===== src/rtl/team_06_audio_pkg.sv =====
// Shared constants and types for the team_06 PWM audio output path.
package team_06_audio_pkg;

    localparam int PWM_W = 8;
    localparam logic [PWM_W-1:0] MIDSCALE_DEF = 8'h80;

    localparam logic [0:0] ST_IDLE = 1'b0;
    localparam logic [0:0] ST_PLAY = 1'b1;

    typedef enum logic [0:0] {
        IDLE = ST_IDLE,
        PLAY = ST_PLAY
    } state_e;

endpackage


===== src/rtl/team_06_sample_fifo.sv =====
// Power-of-two sample FIFO with a combinational head read; a push is refused
// whenever the FIFO is full, regardless of a same-cycle pop.
module team_06_sample_fifo #(
    parameter int DEPTH = 4,
    parameter int W     = 8
) (
    input  logic                     clk,
    input  logic                     nrst,
    input  logic                     push,
    input  logic                     pop,
    input  logic [W-1:0]             din,
    output logic [W-1:0]             dout,
    output logic                     full,
    output logic                     empty,
    output logic [$clog2(DEPTH):0]   count
);

    localparam int AW = $clog2(DEPTH);
    localparam logic [AW-1:0] PTR_ONE  = AW'(1);
    localparam logic [AW:0]   CNT_ONE  = (AW + 1)'(1);
    localparam logic [AW:0]   CNT_FULL = (AW + 1)'(DEPTH);

    logic [W-1:0]  mem_r [DEPTH];
    logic [AW-1:0] wr_ptr_r;
    logic [AW-1:0] rd_ptr_r;
    logic [AW:0]   count_r;
    logic          push_ok_s;
    logic          pop_ok_s;

    assign full      = (count_r == CNT_FULL);
    assign empty     = (count_r == {(AW + 1){1'b0}});
    assign count     = count_r;
    assign dout      = mem_r[rd_ptr_r];
    assign push_ok_s = push && !full;
    assign pop_ok_s  = pop && !empty;

    // Storage array; contents are don't-care until the pointers cover them.
    always_ff @(posedge clk) begin
        if (push_ok_s) begin
            mem_r[wr_ptr_r] <= din;
        end
    end

    // Pointers wrap naturally because DEPTH is a power of two.
    always_ff @(posedge clk or negedge nrst) begin
        if (!nrst) begin
            wr_ptr_r <= {AW{1'b0}};
            rd_ptr_r <= {AW{1'b0}};
            count_r  <= {(AW + 1){1'b0}};
        end else begin
            if (push_ok_s) begin
                wr_ptr_r <= wr_ptr_r + PTR_ONE;
            end
            if (pop_ok_s) begin
                rd_ptr_r <= rd_ptr_r + PTR_ONE;
            end
            case ({push_ok_s, pop_ok_s})
                2'b10:   count_r <= count_r + CNT_ONE;
                2'b01:   count_r <= count_r - CNT_ONE;
                default: count_r <= count_r;
            endcase
        end
    end

endmodule


===== src/rtl/team_06_audio_pwm_out.sv =====
// 8-bit PWM audio output fed from a sample FIFO, one sample per 256-cycle period.
// Build option TEAM_06_PWM_UNDERRUN_HOLD_EN: repeat the last duty on underrun instead of MIDSCALE.
module team_06_audio_pwm_out
    import team_06_audio_pkg::*;
#(
    parameter int               DEPTH    = 4,
    parameter logic [PWM_W-1:0] MIDSCALE = MIDSCALE_DEF
) (
    input  logic                     clk,
    input  logic                     nrst,
    input  logic                     en,
    input  logic [PWM_W-1:0]         sample_in,
    input  logic                     sample_valid,
    output logic                     sample_ready,
    output logic                     pwm_out,
    output logic                     underrun,
    output logic [$clog2(DEPTH):0]   fifo_count
);

    localparam logic [PWM_W-1:0] CNT_LAST = 8'hFF;
    localparam logic [PWM_W-1:0] CNT_ONE  = 8'h01;

    state_e           state_r;
    logic [PWM_W-1:0] cnt_r;
    logic [PWM_W-1:0] duty_r;
    logic             underrun_r;
    logic [PWM_W-1:0] head_s;
    logic [PWM_W-1:0] under_val_s;
    logic             full_s;
    logic             empty_s;
    logic             pop_s;
    logic             period_end_s;

    team_06_sample_fifo #(
        .DEPTH (DEPTH),
        .W     (PWM_W)
    ) u_fifo (
        .clk   (clk),
        .nrst  (nrst),
        .push  (sample_valid),
        .pop   (pop_s),
        .din   (sample_in),
        .dout  (head_s),
        .full  (full_s),
        .empty (empty_s),
        .count (fifo_count)
    );

`ifdef TEAM_06_PWM_UNDERRUN_HOLD_EN
    assign under_val_s = duty_r;
`else
    assign under_val_s = MIDSCALE;
`endif

    // Pop on PLAY entry and at each period boundary while playback stays enabled.
    always_comb begin
        period_end_s = 1'b0;
        pop_s        = 1'b0;
        if (state_r == PLAY) begin
            period_end_s = en && (cnt_r == CNT_LAST);
        end else begin
            period_end_s = 1'b0;
        end
        if (!empty_s && ((state_r == IDLE && en) || period_end_s)) begin
            pop_s = 1'b1;
        end else begin
            pop_s = 1'b0;
        end
    end

    // Playback FSM, period counter, duty register and underrun pulse.
    always_ff @(posedge clk or negedge nrst) begin
        if (!nrst) begin
            state_r    <= IDLE;
            cnt_r      <= {PWM_W{1'b0}};
            duty_r     <= MIDSCALE;
            underrun_r <= 1'b0;
        end else begin
            case (state_r)
                IDLE: begin
                    cnt_r      <= {PWM_W{1'b0}};
                    underrun_r <= 1'b0;
                    if (en && !empty_s) begin
                        state_r <= PLAY;
                        duty_r  <= head_s;
                    end else begin
                        duty_r  <= MIDSCALE;
                    end
                end
                PLAY: begin
                    if (!en) begin
                        state_r    <= IDLE;
                        cnt_r      <= {PWM_W{1'b0}};
                        duty_r     <= MIDSCALE;
                        underrun_r <= 1'b0;
                    end else begin
                        cnt_r <= cnt_r + CNT_ONE;
                        if (period_end_s && !empty_s) begin
                            duty_r     <= head_s;
                            underrun_r <= 1'b0;
                        end else if (period_end_s) begin
                            duty_r     <= under_val_s;
                            underrun_r <= 1'b1;
                        end else begin
                            underrun_r <= 1'b0;
                        end
                    end
                end
                default: begin
                    state_r    <= IDLE;
                    cnt_r      <= {PWM_W{1'b0}};
                    duty_r     <= MIDSCALE;
                    underrun_r <= 1'b0;
                end
            endcase
        end
    end

    assign pwm_out      = (state_r == PLAY) && (cnt_r < duty_r);
    assign underrun     = underrun_r;
    assign sample_ready = !full_s;

endmodule


===== config.mk =====
export PLATFORM = sky130hd
export DESIGN_NAME = team_06_audio_pwm_out
export DESIGN_NICKNAME = d
export VERILOG_FILES = /design/src/rtl/team_06_audio_pkg.sv /design/src/rtl/team_06_sample_fifo.sv /design/src/rtl/team_06_audio_pwm_out.sv
export SDC_FILE = /design/constraint.sdc
export NUM_CORES = 1
export LEC_CHECK = 0
export ABC_CLOCK_PERIOD_IN_PS = 2600
export BUFFER_PORTS_ARGS = -buffer_cell sky130_fd_sc_hd__clkbuf_2
export CORE_MARGIN = 2
export CORE_UTILIZATION = 40
export CTS_BUF_LIST = sky130_fd_sc_hd__clkbuf_4
export CTS_CLUSTER_SIZE = 10
export DETAILED_ROUTE_END_ITERATION = 7
export PLACE_DENSITY_LB_ADDON = 0.12
export SETUP_SLACK_MARGIN = 0.5
export SLEW_MARGIN = 20
export SYNTH_ARGS = -nofsm -noshare
export SYNTH_HDL_FRONTEND = slang
export SYNTH_SLANG_ARGS = --single-unit

===== constraint.sdc =====
create_clock -name clk -period 2.6 [get_ports clk]
set_clock_uncertainty 0.1 [all_clocks]
set_input_delay 0.52 -clock clk [delete_from_list [all_inputs] [get_ports clk]]
set_output_delay 0.52 -clock clk [all_outputs]
set_load 0.02 [all_outputs]

Word level (Yosys, flattened, before mapping) --
Memory sizes are Yosys's and may differ from the RTL's. Index checks and enable logic that the tools add are counted.
Word-level totals: bits of input ports 12, bits in registers 25, bits in writable memories 32, word-level logic and storage cells 52, output and inout bits 6, memories 1
Cells by class: $lt $le $gt $ge 1, add/sub/neg operators 5, reductions and logical operators 13, bitwise operators 1, muxes and demuxes 19, equal/unequal tests 5
Memory list:
- u_fifo.mem_r | depth 4, bits a word 8, read ports 1, clocked after memory_dff 0, write ports 1, RTL line team_06_sample_fifo.sv:23 | logic [W-1:0] mem_r [DEPTH];
Operators with widths (number):
- 8-bit 2-to-1 mux | 5
- 8-bit case mux with 2 select lines | 2
- 1-bit 2-to-1 mux | 9
- 8-bit by 1-bit adder with 8-bit output (second input constant) | 1
- 8-bit equality test (second input constant) | 1
- 1-bit logical AND | 8
- 8-bit less-than comparator | 1
- 3-bit case mux with 2 select lines | 1
- 2-bit by 1-bit adder with 2-bit output (second input constant) | 2
- 4-bit by 2-bit inequality test with 1-bit output (second input constant) | 1
- 1-bit case mux with 2 select lines | 2
- 3-bit by 1-bit adder with 3-bit output (second input constant) | 1
- 3-bit equality test (second input constant) | 1
- 3-bit zero test | 1
- 3-bit by 1-bit subtractor with 3-bit output (second input constant) | 1
- 2-bit by 1-bit equality test with 1-bit output (second input constant) | 1
- 2-bit equality test (second input constant) | 1
- 1-bit zero test | 2
- 2-bit nonzero test | 1
- 1-bit logical OR | 1
- 1-bit NOT | 1

Depth between registers and ports, before layout --
Gate-level depths: netlist (run 1).
depth in word-level cells 9, depth in mapped cells 11, depth with buffers taken out 11

Modules after synthesis --
A second synthesis (run 1) with hierarchy kept.
Second synthesis, totals: cells, all modules 167, area, all modules 2509.9 sq um
By module, submodules not included:
- team_06_sample_fifo | times used 1, cells an instance 80, seq. area each 1136.1 sq um, area each 1584.0 sq um
- team_06_audio_pwm_out | times used 1, cells an instance 87, seq. area each 451.7 sq um, area each 925.9 sq um

Worst setup path after synthesis (run 1) --
OpenSTA, ideal clock, no wires.
path type flip-flop to flip-flop, from register cnt_r[0], to register u_fifo.count_r[2] (netlist: u_fifo.count[2]), path buffers 0, stages on the path, launching flop included 12, arrival 2278 ps, path slack 142 ps, library setup time 80 ps, data required time 2420 ps, cell sequence dfrtp_1 -> ha_1 -> nand3_2 -> o31ai_1 -> nand3_2 -> inv_1 -> ha_1 -> inv_1 -> fa_1 -> xor2_1 -> nor2_1 -> xor2_1
On the way: word-level cells in the longest chain between the ends 9
RTL lines:
- from (decl) | RTL line team_06_audio_pwm_out.sv:24 | logic [PWM_W-1:0] cnt_r;
- from (signal assigned) | RTL line team_06_audio_pwm_out.sv:75 | cnt_r <= {PWM_W{1'b0}};
- from (signal assigned) | RTL line team_06_audio_pwm_out.sv:81 | cnt_r <= {PWM_W{1'b0}};
- from (signal assigned) | RTL line team_06_audio_pwm_out.sv:93 | cnt_r <= {PWM_W{1'b0}};
- 8-bit equality test * | RTL line team_06_audio_pwm_out.sv:60 | period_end_s = en && (cnt_r == CNT_LAST);
- 1-bit logical AND * | RTL line team_06_audio_pwm_out.sv:60
- 1-bit 2-to-1 mux * | RTL line team_06_audio_pwm_out.sv:59 | if (state_r == PLAY) begin
- 1-bit logical OR * | RTL line team_06_audio_pwm_out.sv:64 | if (!empty_s && ((state_r == IDLE && en) || period_end_s)) begin
- 1-bit logical AND * | RTL line team_06_audio_pwm_out.sv:64
- 1-bit 2-to-1 mux * | RTL line team_06_audio_pwm_out.sv:64
- 1-bit logical AND * | RTL line team_06_sample_fifo.sv:35 | assign pop_ok_s = pop && !empty;
- via u_fifo.pop_ok_s | RTL line team_06_sample_fifo.sv:28 | logic pop_ok_s;
- 2-bit by 1-bit equality test with 1-bit output / 2-bit equality test (equally long branches) | RTL line team_06_sample_fifo.sv:57 | case ({push_ok_s, pop_ok_s})
- 3-bit case mux with 2 select lines / 2-bit nonzero test (equally long branches)
- to (signal assigned) | RTL line team_06_sample_fifo.sv:58 | 2'b10: count_r <= count_r + CNT_ONE;
- to (signal assigned) | RTL line team_06_sample_fifo.sv:59 | 2'b01: count_r <= count_r - CNT_ONE;
- to (signal assigned) | RTL line team_06_sample_fifo.sv:60 | default: count_r <= count_r;
- to (decl) | RTL line team_06_sample_fifo.sv:26 | logic [AW:0] count_r;
Mark *: on every way through the listed nets, which the timed path passes. The rest lies on a longest branch. A chain may end at the register's enable or synchronous reset.

Worst setup path after layout (run 1) --
from register cnt_r[1], to output pwm_out
On the way: word-level cells in the longest chain between the ends 2
RTL lines:
- 8-bit less-than comparator | RTL line team_06_audio_pwm_out.sv:119 | assign pwm_out = (state_r == PLAY) && (cnt_r < duty_r);
- 1-bit logical AND | RTL line team_06_audio_pwm_out.sv:119
- to (decl) | RTL line team_06_audio_pwm_out.sv:15 | output logic pwm_out,
No other way between the ends.

==> reports/results.ini, run 1 <==
[outcome]
status = complete, no violations

[worst_setup_path]
cp_slowest_cell = dfrtp_1
worstPathCellList = ha_1, a21o_1, a211o_1, a21oi_2, clkbuf_8
cp_slowest_stage_delay_ns = 0.41
timing.rr.end = u_fifo.count[2]
crit_family = compound AO/OA/AOI/OAI gates
start_kind = flip-flop
crit_fanout = 2
cp_num_cells = 5
rr_worst_depth = 12
critical_path.startpoint = cnt_r[1]
rrSetupSlack_ns = 0.30
r2r-start = cnt_r[1]
required_ns = 1.98
end_kind = output port
worstSetupPathType = flip-flop to output port
cp.arrival_ns = 1.85
cp_num_buf_inv = 1

[global_routing]
overflow = 0
grt.total_usage_pct = 14.9
grt_pass1_vias = 1600
grt_pass1_wl_um = 7780
antenna_found_initial = 0
grt_max_degree = 26

[finish]
fin_nets = 233
diodes = 0
mostFrequentLayoutCells = 32 x edfxtp_1, 24 x dfrtp_1, 20 x inv_1
layout_commonest_cell = edfxtp_1
drive_above_1_share_pct = 33.0
area_growth_pct = 17.9
fillCellCount = 511

[routing]
drt_iter0_drc = 29
wl_per_cell_um = 16.1
drc = 0
ant_nets = 0
wirelength_um = 4630
vias = 1422
via_per_inst = 4.95
first_pass_iters = 4

[sta]
tns_ns = 0
final-max-slew-violation-count = 0
rsz0062_at_grt = yes
hold_viol = 0
finalCritPeriodShare_pct = 95.1
fin_crit_ns = 2.47
finalSetupViolCount = 0
worst_pin_slew_ns = 0.654
max-slew-margin-rel_pct = 56.4
fmax_ghz = 0.404

[floorplanning]
fp.dieW_um = 83.2
die_h_um = 83.2
rows = 28
coreArea_um2 = 5990
pin_count = 18
start_util_pct = 41.9
die_area_um2 = 6920

[placed_design]
gp_congestion = 0.787
port-buffer-count = 17
dp_hpwl_um = 3140

[cts]
cts_tree = yes
cts_root_buf = clkbuf_4
cts_htree_levels = 3
clock-sinks = 57
clk_pin_slew_ns = 0.11
cts_inserted_buffers = 9
hold_buffers = 0
clock_path_buffers = 2
clk_latency_ns = 0.40

[min_path]
min_path_type = input port to async pin

[job]
drv_cap = 0

[yosys]
syn_area_per_cell_um2 = 14.7
synth_nets = 197
synth_sequential_area_ratio_pct = 63.3
synth_area_um2 = 2510
synth-seq-cells = 57
synth-edff-count = 32
synth_flop_cell = edfxtp_1
synthArstFlopShare_pct = 43.9
synth_cell_type_count = 35
yosys_warnings = 0
synthCells = 171

[power]
power_density_nw_per_um2 = 928
ir_worst_vdd_mv = 0.426
p_total_uw = 2750
p_leak_uw = 0.00123

-- stage by stage --
| stage | instances | area (um^2) | setup slack [ns] | util (%) | hold WS (ns) |
|---|---|---|---|---|---|
| 2_1_floorplan | 171 | 2570 | 0.391 | - | 0.124 |
| 3_3_place_gp | 260 | 2730 | 0.298 | 45.6 | 0.377 |
| 3_5_place_dp | 260 | 2730 | 0.177 | 45.6 | 0.385 |
| 4_1_cts | 282 | 2910 | 0.0865 | 48.6 | 0.0241 |
| 5_1_grt | 287 | 2960 | 0.0402 | 49.4 | 0.0393 |
| 6_report | 287 | 2960 | 0.127 | 49.4 | 0.0295 |
-- power breakdown --
| part | internal (uW) | leakage (uW) | switching (uW) |
|---|---|---|---|
| combinational | 411 | 0.000552 | 425 |
| sequential | 1180 | 0.000616 | 174 |
| clock | 202 | 0.0000589 | 359 |
-- per-layer routing --
layer / up-vias / wire length, um / GRT usage (%)
li1: 687 / - / -
met1: 708 / 2000 / 17.0
met2: 21 / 2410 / 25.4
met3: 6 / 168 / 6.36
met4: 0 / 50 / 4.02
met5: - / 0 / 0
-- synthesized netlist by cell type, drive strengths merged (2+ instances only) --
cell	instances	share of area, %
o21ai	3	0.60
mux4	8	7.2
edfxtp	32	38
a21o	2	0.60
and2	2	0.55
or3	3	0.80
nand3	4	1.2
xnor2	5	1.7
inv	22	3.3
xor2	6	2.1
ha	13	6.5
nor2	9	1.3
nand4	3	0.75
buf	2	0.65
nand2	5	0.75
and3	6	1.5
nor2b	2	0.80
dfrtp	24	24
a21oi	3	0.60
o2bb2ai	7	2.4
-- worst max path at each step --
stage	to	slack, ns
floorplan	u_fifo.count[2]	0.39
global placement	u_fifo.count[2]	0.30
detailed placement	u_fifo.count[2]	0.18
CTS	pwm_out	0.09
global route	pwm_out	0.04
finish	pwm_out	0.13
-- flip-flops by register name, indices dropped and copies added (netlist names) --
| name | cells |
|---|---|
| u_fifo.mem_r | 32 |
| state_r | 1 |
| u_fifo.count | 3 |
| u_fifo.wr_ptr_r | 2 |
| u_fifo.rd_ptr_r | 2 |
| cnt_r | 8 |
| underrun | 1 |
| duty_r | 8 |
-- worst reg2reg max path, cell delays in order, from the launching register on --
cell and delay [ns]:
dfrtp_1 0.39, buf_6 0.12, ha_4 0.14, nand3_4 0.09, o31ai_4 0.26, nand3_4 0.12, inv_4 0.07, ha_4 0.13
inv_2 0.03, fa_2 0.33, xor2_1 0.14, nor2_1 0.13, xor2_1 0.18
-- logic make-up (layout without fill, tap and decap cells) --
kind of cell               Yosys count  in the layout  share of synthesized area, %
xor gates and xnor gates            11             11                          3.84
adders and majority gates           14             14                          7.28
muxes                                9              9                          7.63
buffers and inverters               25             66                          4.09
and+or+nand+nor                     36             36                          8.13
DFF                                 57             57                          63.3
AOI/OAI and AO/OA                   19             19                          5.78
-- cell type report --
cell class	instances	area (um^2)	area share [%]
clock buffers	9	67.6	2.28
well taps	75	93.8	3.17
inverters	22	85.1	2.87
clock inverters	7	53.8	1.82
repair buffers	28	180	6.09
flip-flops and latches	57	1590	53.6
multi-input cells	89	892	30.1
-- timing repair --
action                                  4_1_cts  5_1_grt
setup buffers                                 6        5
endpoints found under the setup margin        3        3
gates resized for setup                       5        4
pin swaps                                     4        5
(Power assumes the default switching activity.)
==> inputs of run 2 (changes only) <==
- CORE_ASPECT_RATIO: unset -> 0.75
- RECOVER_POWER: unset -> 25
==> reports/results.ini, run 2 (synthesized netlist as in run 1, its figures left out) <==
[outcome]
status = complete, no violations

[routing]
drt_iter0_drc = 58
vias = 1443
via_per_inst = 5.03
ant_nets = 0
drc = 0
wirelength_um = 4540
wl_per_cell_um = 15.8
first_pass_iters = 4

[placed_design]
gp_congestion = 0.799
dp_hpwl_um = 3190
port-buffer-count = 17
place_ws_ns = 0.211

[min_path]
min_path_type = input port to async pin

[worst_setup_path]
required_ns = 1.98
cp.arrival_ns = 1.80
cp_slowest_stage_delay_ns = 0.39
cp_slowest_cell = dfrtp_1
end_kind = output port
cp_num_buf_inv = 1
worstSetupPathType = flip-flop to output port
crit_family = compound AO/OA/AOI/OAI gates
crit_fanout = 2
worstPathCellList = ha_1, a21o_1, a211o_1, a21oi_2, clkbuf_8
start_kind = flip-flop

[finish]
final_core_util_pct = 49.5
fin_nets = 230
top_regs = u_fifo.mem_r x32, cnt_r x8, duty_r x8
mostFrequentLayoutCells = 32 x edfxtp_1, 24 x dfrtp_1, 20 x inv_1
largest_reg_flops = 32
diodes = 0
drive_above_1_share_pct = 27.3
area_growth_pct = 17.2
top_register = u_fifo.mem_r
layout_commonest_cell = edfxtp_1

[global_routing]
overflow = 0
grt_pass1_vias = 1552
grt.total_usage_pct = 15.4
antenna_found_initial = 0
grt_max_degree = 26
grt_pass1_wl_um = 7650

[cts]
clock-sinks = 57
cts_root_buf = clkbuf_4
clk_pin_slew_ns = 0.10
cts_htree_levels = 3
clk_latency_ns = 0.39
hold_buffers = 0
cts_tree = yes
clock_path_buffers = 2
cts_inserted_buffers = 9

[floorplanning]
pin_count = 18
die_area_um2 = 6930
rows = 24
start_util_pct = 42.2
die_h_um = 72.6
coreArea_um2 = 5950
fp.dieW_um = 95.5

[sta]
finalSetupViolCount = 0
setup_ws_ns = 0.177
final-max-slew-violation-count = 0
fin_crit_ns = 2.42
max-slew-margin-rel_pct = 57.0
fmax_ghz = 0.413
hold_viol = 0
tns_ns = 0
finalCritPeriodShare_pct = 93.2
hold_ws_ns = 0.0376
worst_pin_slew_ns = 0.645
rsz0062_at_grt = yes

[power]
ir_worst_vdd_mv = 0.466
power_density_nw_per_um2 = 944
p_leak_uw = 0.00120

[job]
drv_cap = 0

## run 2: worst paths after layout
check,to,slack (ns),start,cells past startpoint
worst max-delay path,pwm_out,0.18,cnt_r[1],5
worst min-delay path,u_fifo.rd_ptr_r[0],0.04,nrst,1
worst max register to register,u_fifo.count[2],0.27,cnt_r[1],12
worst min register to register,duty_r[7],0.39,duty_r[7],2
max in group asynchronous,cnt_r[4],1.94,nrst,1
min in group clk,u_fifo.mem_r[2][1],0.28,sample_in[1],1
## run 2: worst register-to-register path: stages, from the launching register on
cell and delay [ns]:
dfrtp_1 0.36, buf_4 0.14, ha_4 0.15, nand3_4 0.11
o31ai_4 0.26, nand3_4 0.12, inv_2 0.08, ha_4 0.13
inv_1 0.04, fa_2 0.33, xor2_1 0.14, nor2_1 0.13
xor2_1 0.16
## run 2: area by class of cell
type,count,area (um^2)
multi-input combinational,89,901
inverter,22,82.6
clock inverter,7,61.3
clock buffer,9,67.6
fill,537,3000
sequential,57,1590
tap,78,97.6
timing repair buffer,25,144
## run 2: repair_timing
action | CTS | global route
resized for setup | 4 | 3
buffers inserted | 6 | 2
pin swaps | 5 | 2
setup endpoints to repair | 3 | 3
cloned | 0 | 0
## run 2: per-layer routing
layer | up-vias | wire length, um | track usage [%]
met2 | 40 | 2230 | 23.9
met4 | 0 | 23 | 4.76
met1 | 717 | 2040 | 19.5
met3 | 2 | 254 | 7.13
li1 | 684 | - | -
met5 | - | 0 | 0
## run 2: report_power, final
| group | switching [uW] | internal (uW) |
|---|---|---|
| registers | 170 | 1180 |
| clock network | 317 | 283 |
| logic | 422 | 410 |
| total | 908 | 1870 |
## run 2: metrics by stage
stage / total power (uW) / instance area, um^2 / cells
after floorplan: 1920 / 2570 / 171
after global placement: 2120 / 2730 / 263
after detailed placement: 2160 / 2730 / 263
after CTS: 2810 / 2920 / 285
after global routing: 2980 / 2940 / 287
final: 2780 / 2940 / 287
==> inputs of run 3 (changes only) <==
- CORE_UTILIZATION: 40 -> 56
==> reports/results.ini, run 3 (synthesized netlist as in run 1, its figures left out) <==
[sta]
max-slew-margin-rel_pct = 59.4
hold_viol = 0
fin_crit_ns = 2.39
fmax_ghz = 0.419
finalCritPeriodShare_pct = 91.7
worst_pin_slew_ns = 0.609
finalSetupViolCount = 0
setup_ws_ns = 0.215
final-max-slew-violation-count = 0
tns_ns = 0
rsz0062_at_grt = yes

[routing]
wl_per_cell_um = 16.6
first_pass_iters = 4
wirelength_um = 4450
drt_iter0_drc = 101
ant_nets = 0
drc = 0
via_per_inst = 5.41
vias = 1450

[finish]
fillCellCount = 310
drive_above_1_share_pct = 30.8
diodes = 0
seq_area_um2 = 1590
fin_nets = 232
top_regs = u_fifo.mem_r x32, cnt_r x8, duty_r x8
multi_input_area_um2 = 917
mostFrequentLayoutCells = 32 x edfxtp_1, 22 x dfrtp_1, 19 x inv_1
top_register = u_fifo.mem_r
area_growth_pct = 17.6
layout_commonest_cell = edfxtp_1
final_area_um2 = 2950
final_cells = 268
largest_reg_flops = 32

[cts]
cts_root_buf = clkbuf_4
clk_pin_slew_ns = 0.09
clk_latency_ns = 0.38
clock-sinks = 57
hold_buffers = 0
cts_inserted_buffers = 9
cts_htree_levels = 3
cts_tree = yes
clock_path_buffers = 2

[global_routing]
grt_pass1_vias = 1491
antenna_found_initial = 0
grt_max_degree = 26
grt.total_usage_pct = 20.7
overflow = 0
grt_pass1_wl_um = 7170

[worst_setup_path]
crit_fanout = 2
start_kind = flip-flop
rrSetupSlack_ns = 0.29
required_ns = 1.98
cp.arrival_ns = 1.77
end_kind = output port
worstSetupPathType = flip-flop to output port

[floorplanning]
die_area_um2 = 5040
pin_count = 18
fp.dieW_um = 81.3
start_util_pct = 57.2
die_h_um = 62.0
rows = 21
coreArea_um2 = 4390

[placed_design]
dp.cells = 242
port-buffer-count = 17
place_area_um2 = 2710
gp_congestion = 0.786
dp_hpwl_um = 3060
place_ws_ns = 0.146

[power]
ir_worst_vdd_mv = 0.686
p_leak_uw = 0.00121
power_density_nw_per_um2 = 948

[job]
drv_cap = 0

[outcome]
status = complete, no violations

[min_path]
min_path_type = input port to async pin

## run 3: changes by cell type in the layout (fill, tap and decap cells not counted), sizes merged
cell / change
clkinv: -3
buf: +3
clkinvlp: +2
## run 3: power by group
group	switching (uW)	internal, uW
registers	173	1180
logic	426	407
clock network	319	297
## run 3: cell type report
type	instances	share of cell area (%)
Tap cell	57	2.42
Timing Repair Buffer	27	5.30
Clock inverter	6	1.99
Multi-Input combinational cell	89	31.1
Sequential cell	57	53.9
Clock buffer	10	2.54
Inverter	22	2.80
## run 3: worst paths after layout
kind,start,end,cells past startpoint
max,duty_r[5],pwm_out,7
min,nrst,cnt_r[3],1
max reg2reg,cnt_r[1],u_fifo.count[2],12
min reg2reg,duty_r[7],duty_r[7],2
max in group asynchronous,nrst,cnt_r[1],1
min in group clk,sample_in[6],u_fifo.mem_r[3][6],1
## run 3: critical path: stages, from the launching register on
cell	delay [ns]
dfrtp_1	0.40
inv_1	0.11
ha_4	0.22
a21o_1	0.17
a21oi_2	0.11
o21ai_1	0.11
a21oi_2	0.12
buf_4	0.15
## run 3: through the flow
stage,hold slack (ns),power (uW),util [%]
floorplan,0.124,1920,-
global placement,0.376,2110,61.7
detailed placement,0.374,2160,61.7
CTS,0.0173,2800,66.5
global route,0.0280,2990,67.3
finish,0.0215,2800,67.3
## run 3: layer usage
| metal | routed length [um] | share of wire, % | vias up | track usage (%) |
|---|---|---|---|---|
| met1 | 2040 | 46 | 725 | 26.2 |
| met2 | 2180 | 49 | 28 | 32.7 |
| li1 | - | - | 692 | - |
| met4 | 33 | 0.74 | 0 | 6.54 |
| met5 | 0 | 0 | - | 0 |
| met3 | 194 | 4.4 | 5 | 9.10 |
## run 3: timing repair
action                                  in CTS  in global routing
gates cloned                                 0                  0
pin swaps                                    9                  1
endpoints found under the setup margin       3                  3
buffers inserted                             7                  3
resized for setup                            9                  4
